==> config.mk <==
export PLATFORM = sky130hd
export DESIGN_NAME = midi_burst_builder_flat
export DESIGN_NICKNAME = d
export VERILOG_FILES = /design/src/rtl/midi_burst_builder_if.sv /design/src/rtl/midi_burst_builder.sv /design/src/flat_wrapper.sv
export SDC_FILE = /design/constraint.sdc
export NUM_CORES = 1
export LEC_CHECK = 0
export ABC_CLOCK_PERIOD_IN_PS = 2500
export BUFFER_PORTS_ARGS = -buffer_cell sky130_fd_sc_hd__buf_2
export CORE_MARGIN = 2
export CORE_UTILIZATION = 45
export DETAILED_ROUTE_END_ITERATION = 8
export PLACE_DENSITY_LB_ADDON = 0.1
export SLEW_MARGIN = 20
export SYNTH_ARGS = -nofsm -noshare
export SYNTH_HDL_FRONTEND = slang
export SYNTH_SLANG_ARGS = --single-unit
==> constraint.sdc <==
create_clock -name clk_in -period 2.5 [get_ports clk_in]
set_clock_uncertainty 0.15 [all_clocks]
set_input_delay 0.25 -clock clk_in [delete_from_list [all_inputs] [get_ports clk_in]]
set_output_delay 0.25 -clock clk_in [all_outputs]
set_load 0.01 [all_outputs]
==> src/rtl/midi_burst_builder_if.sv <==
// MIDI byte input and burst output bundle between UART RX, the burst builder and pwm_combine.
interface midi_burst_builder_if;
    logic [7:0]  byte_in;
    logic        byte_valid_in;
    logic        midi_burst_change_out;
    logic [4:0]  on_array_out;
    logic [15:0] midi_burst_data_out [5];
    logic        overflow_out;
    logic [1:0]  state_out;

    modport master (
        output byte_in, byte_valid_in,
        input  midi_burst_change_out, on_array_out, midi_burst_data_out, overflow_out, state_out
    );

    modport slave (
        input  byte_in, byte_valid_in,
        output midi_burst_change_out, on_array_out, midi_burst_data_out, overflow_out, state_out
    );
endinterface

==> src/rtl/midi_burst_builder.sv <==
// Parses the MIDI byte stream into a 5-voice note table and publishes it as a MIDI burst.
// state       | meaning
// WAIT_STATUS | no usable running status, data bytes dropped
// WAIT_D1     | running status held, waiting for first data byte (note / controller)
// WAIT_D2     | first data byte latched, waiting for velocity / value
// APPLY       | one cycle: message applied to the note table
module midi_burst_builder #(
    parameter int CHANNEL = 0,
    parameter bit OMNI    = 1'b0
) (
    input logic            clk_in,
    input logic            rst_in,
    midi_burst_builder_if.slave bus
);
    typedef enum logic [1:0] {WAIT_STATUS = 2'd0, WAIT_D1 = 2'd1, WAIT_D2 = 2'd2, APPLY = 2'd3} state_t;
    typedef enum logic [1:0] {MSG_NONE, MSG_OFF, MSG_ON, MSG_CC} msg_t;

    localparam logic [3:0] CH = 4'(CHANNEL);

    state_t      state;
    msg_t        run_msg;
    logic [6:0]  d1, d2;
    logic [4:0]  on_r;
    logic [15:0] data_r [5];
    logic        change_r, ovf_r;

    logic       is_rt, is_status, ch_ok;
    msg_t       byte_msg;
    logic       hit, free_found, do_release;
    logic [2:0] hit_idx, free_idx;

    always_comb begin
        is_rt     = (bus.byte_in >= 8'hF8);
        is_status = bus.byte_in[7] && !is_rt;
        ch_ok     = OMNI || (bus.byte_in[3:0] == CH);
        byte_msg  = MSG_NONE;
        if (ch_ok) begin
            case (bus.byte_in[7:4])
                4'h8:    byte_msg = MSG_OFF;
                4'h9:    byte_msg = MSG_ON;
                4'hB:    byte_msg = MSG_CC;
                default: byte_msg = MSG_NONE;
            endcase
        end
    end

    // Scanning downward leaves the lowest-indexed free voice selected.
    always_comb begin
        hit        = 1'b0;
        hit_idx    = 3'd0;
        free_found = 1'b0;
        free_idx   = 3'd0;
        for (int i = 4; i >= 0; i--) begin
            if (on_r[i] && (data_r[i][14:8] == d1)) begin
                hit     = 1'b1;
                hit_idx = 3'(i);
            end
            if (!on_r[i]) begin
                free_found = 1'b1;
                free_idx   = 3'(i);
            end
        end
        do_release = (run_msg == MSG_OFF) || ((run_msg == MSG_ON) && (d2 == 7'd0));
    end

    always_ff @(posedge clk_in or negedge rst_in) begin
        if (!rst_in) begin
            state    <= WAIT_STATUS;
            run_msg  <= MSG_NONE;
            d1       <= '0;
            d2       <= '0;
            on_r     <= '0;
            change_r <= 1'b0;
            ovf_r    <= 1'b0;
            for (int i = 0; i < 5; i++) data_r[i] <= '0;
        end else begin
            change_r <= 1'b0;
            ovf_r    <= 1'b0;

            if (state == APPLY) begin
                state <= WAIT_D1;
                if (do_release) begin
                    if (hit) begin
                        on_r[hit_idx]   <= 1'b0;
                        data_r[hit_idx] <= '0;
                        change_r        <= 1'b1;
                    end
                end else if (run_msg == MSG_ON) begin
                    if (hit) begin
                        data_r[hit_idx] <= {1'b0, d1, 1'b0, d2};
                        change_r        <= 1'b1;
                    end else if (free_found) begin
                        on_r[free_idx]   <= 1'b1;
                        data_r[free_idx] <= {1'b0, d1, 1'b0, d2};
                        change_r         <= 1'b1;
                    end else begin
                        ovf_r <= 1'b1;
                    end
                end else if (run_msg == MSG_CC) begin
                    if (((d1 == 7'd123) || (d1 == 7'd120)) && (|on_r)) begin
                        on_r     <= '0;
                        change_r <= 1'b1;
                        for (int i = 0; i < 5; i++) data_r[i] <= '0;
                    end
                end
            end

            // A byte landing in APPLY overrides the return to WAIT_D1 and is parsed from there.
            if (bus.byte_valid_in && !is_rt) begin
                if (is_status) begin
                    run_msg <= byte_msg;
                    state   <= (byte_msg != MSG_NONE) ? WAIT_D1 : WAIT_STATUS;
                end else begin
                    case (state)
                        WAIT_D1, APPLY: begin
                            d1    <= bus.byte_in[6:0];
                            state <= WAIT_D2;
                        end
                        WAIT_D2: begin
                            d2    <= bus.byte_in[6:0];
                            state <= APPLY;
                        end
                        default: ;
                    endcase
                end
            end
        end
    end

    assign bus.midi_burst_change_out = change_r;
    assign bus.overflow_out          = ovf_r;
    assign bus.on_array_out          = on_r;
    assign bus.midi_burst_data_out   = data_r;
    assign bus.state_out             = state;
endmodule

==> src/flat_wrapper.sv <==
// flat-port wrapper written by rule: the top's interface ports become plain ports
module midi_burst_builder_flat 
#(
    parameter int CHANNEL = 0,
    parameter bit OMNI    = 1'b0
)
  (clk_in, rst_in, bus_byte_in, bus_byte_valid_in, bus_midi_burst_change_out, bus_on_array_out, bus_midi_burst_data_out, bus_overflow_out, bus_state_out);
  midi_burst_builder_if bus_i ();
  input logic clk_in;
  input logic rst_in;
  input wire logic [$bits(bus_i.byte_in)-1:0] bus_byte_in;
  input wire logic [$bits(bus_i.byte_valid_in)-1:0] bus_byte_valid_in;
  output wire logic [$bits(bus_i.midi_burst_change_out)-1:0] bus_midi_burst_change_out;
  output wire logic [$bits(bus_i.on_array_out)-1:0] bus_on_array_out;
  output wire logic [$bits(bus_i.midi_burst_data_out)-1:0] bus_midi_burst_data_out;
  output wire logic [$bits(bus_i.overflow_out)-1:0] bus_overflow_out;
  output wire logic [$bits(bus_i.state_out)-1:0] bus_state_out;
  assign bus_i.byte_in = bus_byte_in;
  assign bus_i.byte_valid_in = bus_byte_valid_in;
  assign bus_midi_burst_change_out = bus_i.midi_burst_change_out;
  assign bus_on_array_out = bus_i.on_array_out;
  assign bus_midi_burst_data_out = {>>{bus_i.midi_burst_data_out}};
  assign bus_overflow_out = bus_i.overflow_out;
  assign bus_state_out = bus_i.state_out;
  midi_burst_builder #(.CHANNEL(CHANNEL), .OMNI(OMNI)) u_core (.clk_in(clk_in), .rst_in(rst_in), .bus(bus_i));
endmodule
==> results.cfg <==
[outcome]
outcome = finished, violations left
failed_checks = setup timing

[clock_tree]
ctsHtreeMaxLevel = 3
clk_latency_ns = 0.38
cts_buffers = 9
cts_sinks = 105
clk_pin_slew_ns = 0.10
cts_tree = built
cts.path.max_buffers = 2
cts_root_buffer = clkbuf_8

[global_routing]
grt_pass1_vias = 3742
antenna_found_initial = 0
grt_usage_pct = 23.91
grt_max_degree = 58
grt_pass1_wl_um = 20470
gr-total-overflow = 0

[synthesis]
dominantRegCellSynth = dfrtp_1
ys_types = 49
synth_most_common_cell = dfrtp_1
synth_top_area_share_pct = 55.64
syn_inst = 375
syn_area_um2 = 4722
ys_seq_area_share_pct = 55.64
yosysWarningCount = 0
synth_edf_count = 0
synthArstFlopShare_pct = 100.0
synth_top_cell_by_area = dfrtp_1
ys_top_cells_by_area = dfrtp_1 56%, a22o_1 13%, xnor2_1 6.7%
synthTopCellsByCount = 105 x dfrtp_1, 70 x a22o_1, 36 x xnor2_1
avgSynthCellArea_um2 = 12.59
ys_ff_latch = 105
syn_nets = 386

[routing]
viasPerCell = 5.506
via_count = 3816
drt_iter0_drc = 220
wl_per_cell_um = 19.21
wirelength_um = 13310
final_antenna_net_count = 0
post-route-drc-count = 0
drt_first_pass_iters = 4

[power]
p_int_uw = 3286
p_clk_share_pct = 26.9
sw_frac_of_total_pct = 29.95
power_uw = 4691
switchingPower_uw = 1405
pwr-share-comb_pct = 30.9
ir_drop_mv = 0.4690
power.density_nw_per_um2 = 728.7
power_frac_seq_pct = 42.3
static-leakage-power_uw = 0.003203

[place]
post-dp-hpwl_um = 9452
dp_slack_ns = -0.2749
gp_congestion = 0.8492
placed_area_um2 = 5866
portBuffers = 99

[die]
rows = 37
core_area_um2 = 10280
dieHeight_um = 106.4
die_x_um = 106.4
io_pins = 100
initial_core_util_pct = 45.95
die-area_um2 = 11330

[timing]
slew_violations = 0
fmax_mhz = 391.8
period_needed_ns = 2.552
setup_viol = 41
hold_ws_ns = 0.03973
setup_ws_ns = -0.05211
finalHoldViolCount = 0
worst_slew_pin_slew_ns = 0.4616
timing.slew.headroom_pct = 68.99
finalSetupTns_ns = -1.078
rsz0062_at_grt = yes
period_share_pct = 102.1

[finish]
antenna_cells = 0
final_nets = 563
area.sequential_um2 = 2630
fill_cells = 879
drive_gt1_share_pct = 44.52
postLayoutCellArea_um2 = 6437
multiInputGateArea_um2 = 2061
syn_to_final_growth_pct = 36.33

[worst_setup_path]
critical_path_arrival_ns = 2.67
worstSetupEndpointType = flop
cp_max_fo = 8
crit_type = reg2reg
startpoint_type = flop
required_ns = 2.62

[flow_run]
cap_violations = 0

[hold_path]
hold_class = in2reg
repair_timing:
action	4_1_cts	5_1_grt
setup buffers	3	9
pin swaps	3	11
cloned	0	1
hold buffers	5	0
resized for setup	10	25
setup endpoints to repair	80	80
hold endpoints to repair	111	0
stage by stage:
stage	instances	utilization, %
4_1_cts	683	60.48
2_1_floorplan	375	-
3_3_place_gp	659	57.07
6_report	693	62.64
5_1_grt	693	62.64
3_5_place_dp	659	57.07
state kept, by name (all words and copies together) (netlist names):
register,flops
u_core.d1,7
u_core.run_msg,2
u_core.bus.midi_burst_data_out,80
u_core.d2,7
u_core.bus.state_out,2
u_core.bus.on_array_out,5
u_core.bus.overflow_out,1
u_core.bus.midi_burst_change_out,1
final timing paths:
path / from / endpoint / slack (ns) / cells past startpoint
setup / recovery: u_core.d1[1] / u_core.bus.midi_burst_data_out[1] / -0.05 / 10
hold / removal: bus_byte_in[4] / u_core.d2[4] / 0.04 / 2
setup reg to reg: u_core.d1[1] / u_core.bus.midi_burst_data_out[1] / -0.05 / 10
hold reg to reg: u_core.bus.midi_burst_data_out[55] / u_core.bus.midi_burst_data_out[55] / 0.34 / 1
max in group asynchronous: rst_in / u_core.d2[0] / 1.41 / 3
min in group asynchronous: rst_in / u_core.bus.midi_burst_data_out[57] / 0.12 / 2
cells by family (layout without fill, tap and decap cells):
logic type	Yosys count	in the layout	share of synthesized area [%]
flops	105	105	55.64
buf+inv	23	205	3.179
compound gates	107	107	18.97
mux	14	14	3.339
simple gates	89	89	12.00
xor+xnor	37	37	6.863
worst max-delay path: stages (launching register included):
cell       delay, ns
dfrtp_2         0.48
buf_4           0.17
xnor2_2         0.14
nand4_1         0.20
nor2_4          0.18
nor2_2          0.07
a31o_4          0.24
buf_6           0.12
a211o_4         0.34
clkbuf_16       0.17
a22o_1          0.17
layer usage:
layer / wire [um] / track usage (%) / vias up
met5: 0 / 0 / -
met4: 112 / 5.751 / 0
met3: 665 / 6.131 / 8
met2: 6448 / 37.36 / 110
met1: 6084 / 33.61 / 1957
li1: - / - / 1741
power groups by stage:
stage,combinational (uW),clock (uW),sequential [uW]
3_5_place_dp,1190,0,2040
4_1_cts,1220,1300,2000
5_1_grt,1540,1360,2000
3_3_place_gp,1190,0,2030
2_1_floorplan,625,0,2010
6_report,1450,1260,1980
layout make-up:
class | count | share of cell area (%)
Timing Repair Buffer | 185 | 20.47
Multi-Input combinational cell | 247 | 32.01
Clock buffer | 12 | 2.255
Clock inverter | 4 | 1.535
Sequential cell | 105 | 40.86
Tap cell | 136 | 2.643
Inverter | 4 | 0.2332
cell usage in the layout, fill, tap and decap left out, types with 10 or more instances in the layout:
| master | count |
|---|---|
| mux2_2 | 14 |
| o21ai_0 | 11 |
| clkbuf_8 | 10 |
| xnor2_1 | 30 |
| buf_4 | 62 |
| buf_2 | 99 |
| a22o_1 | 70 |
| nand4_1 | 12 |
| nand2_1 | 15 |
| nor2_1 | 12 |
| dfrtp_1 | 103 |
Power figures use the tool's default switching activity.
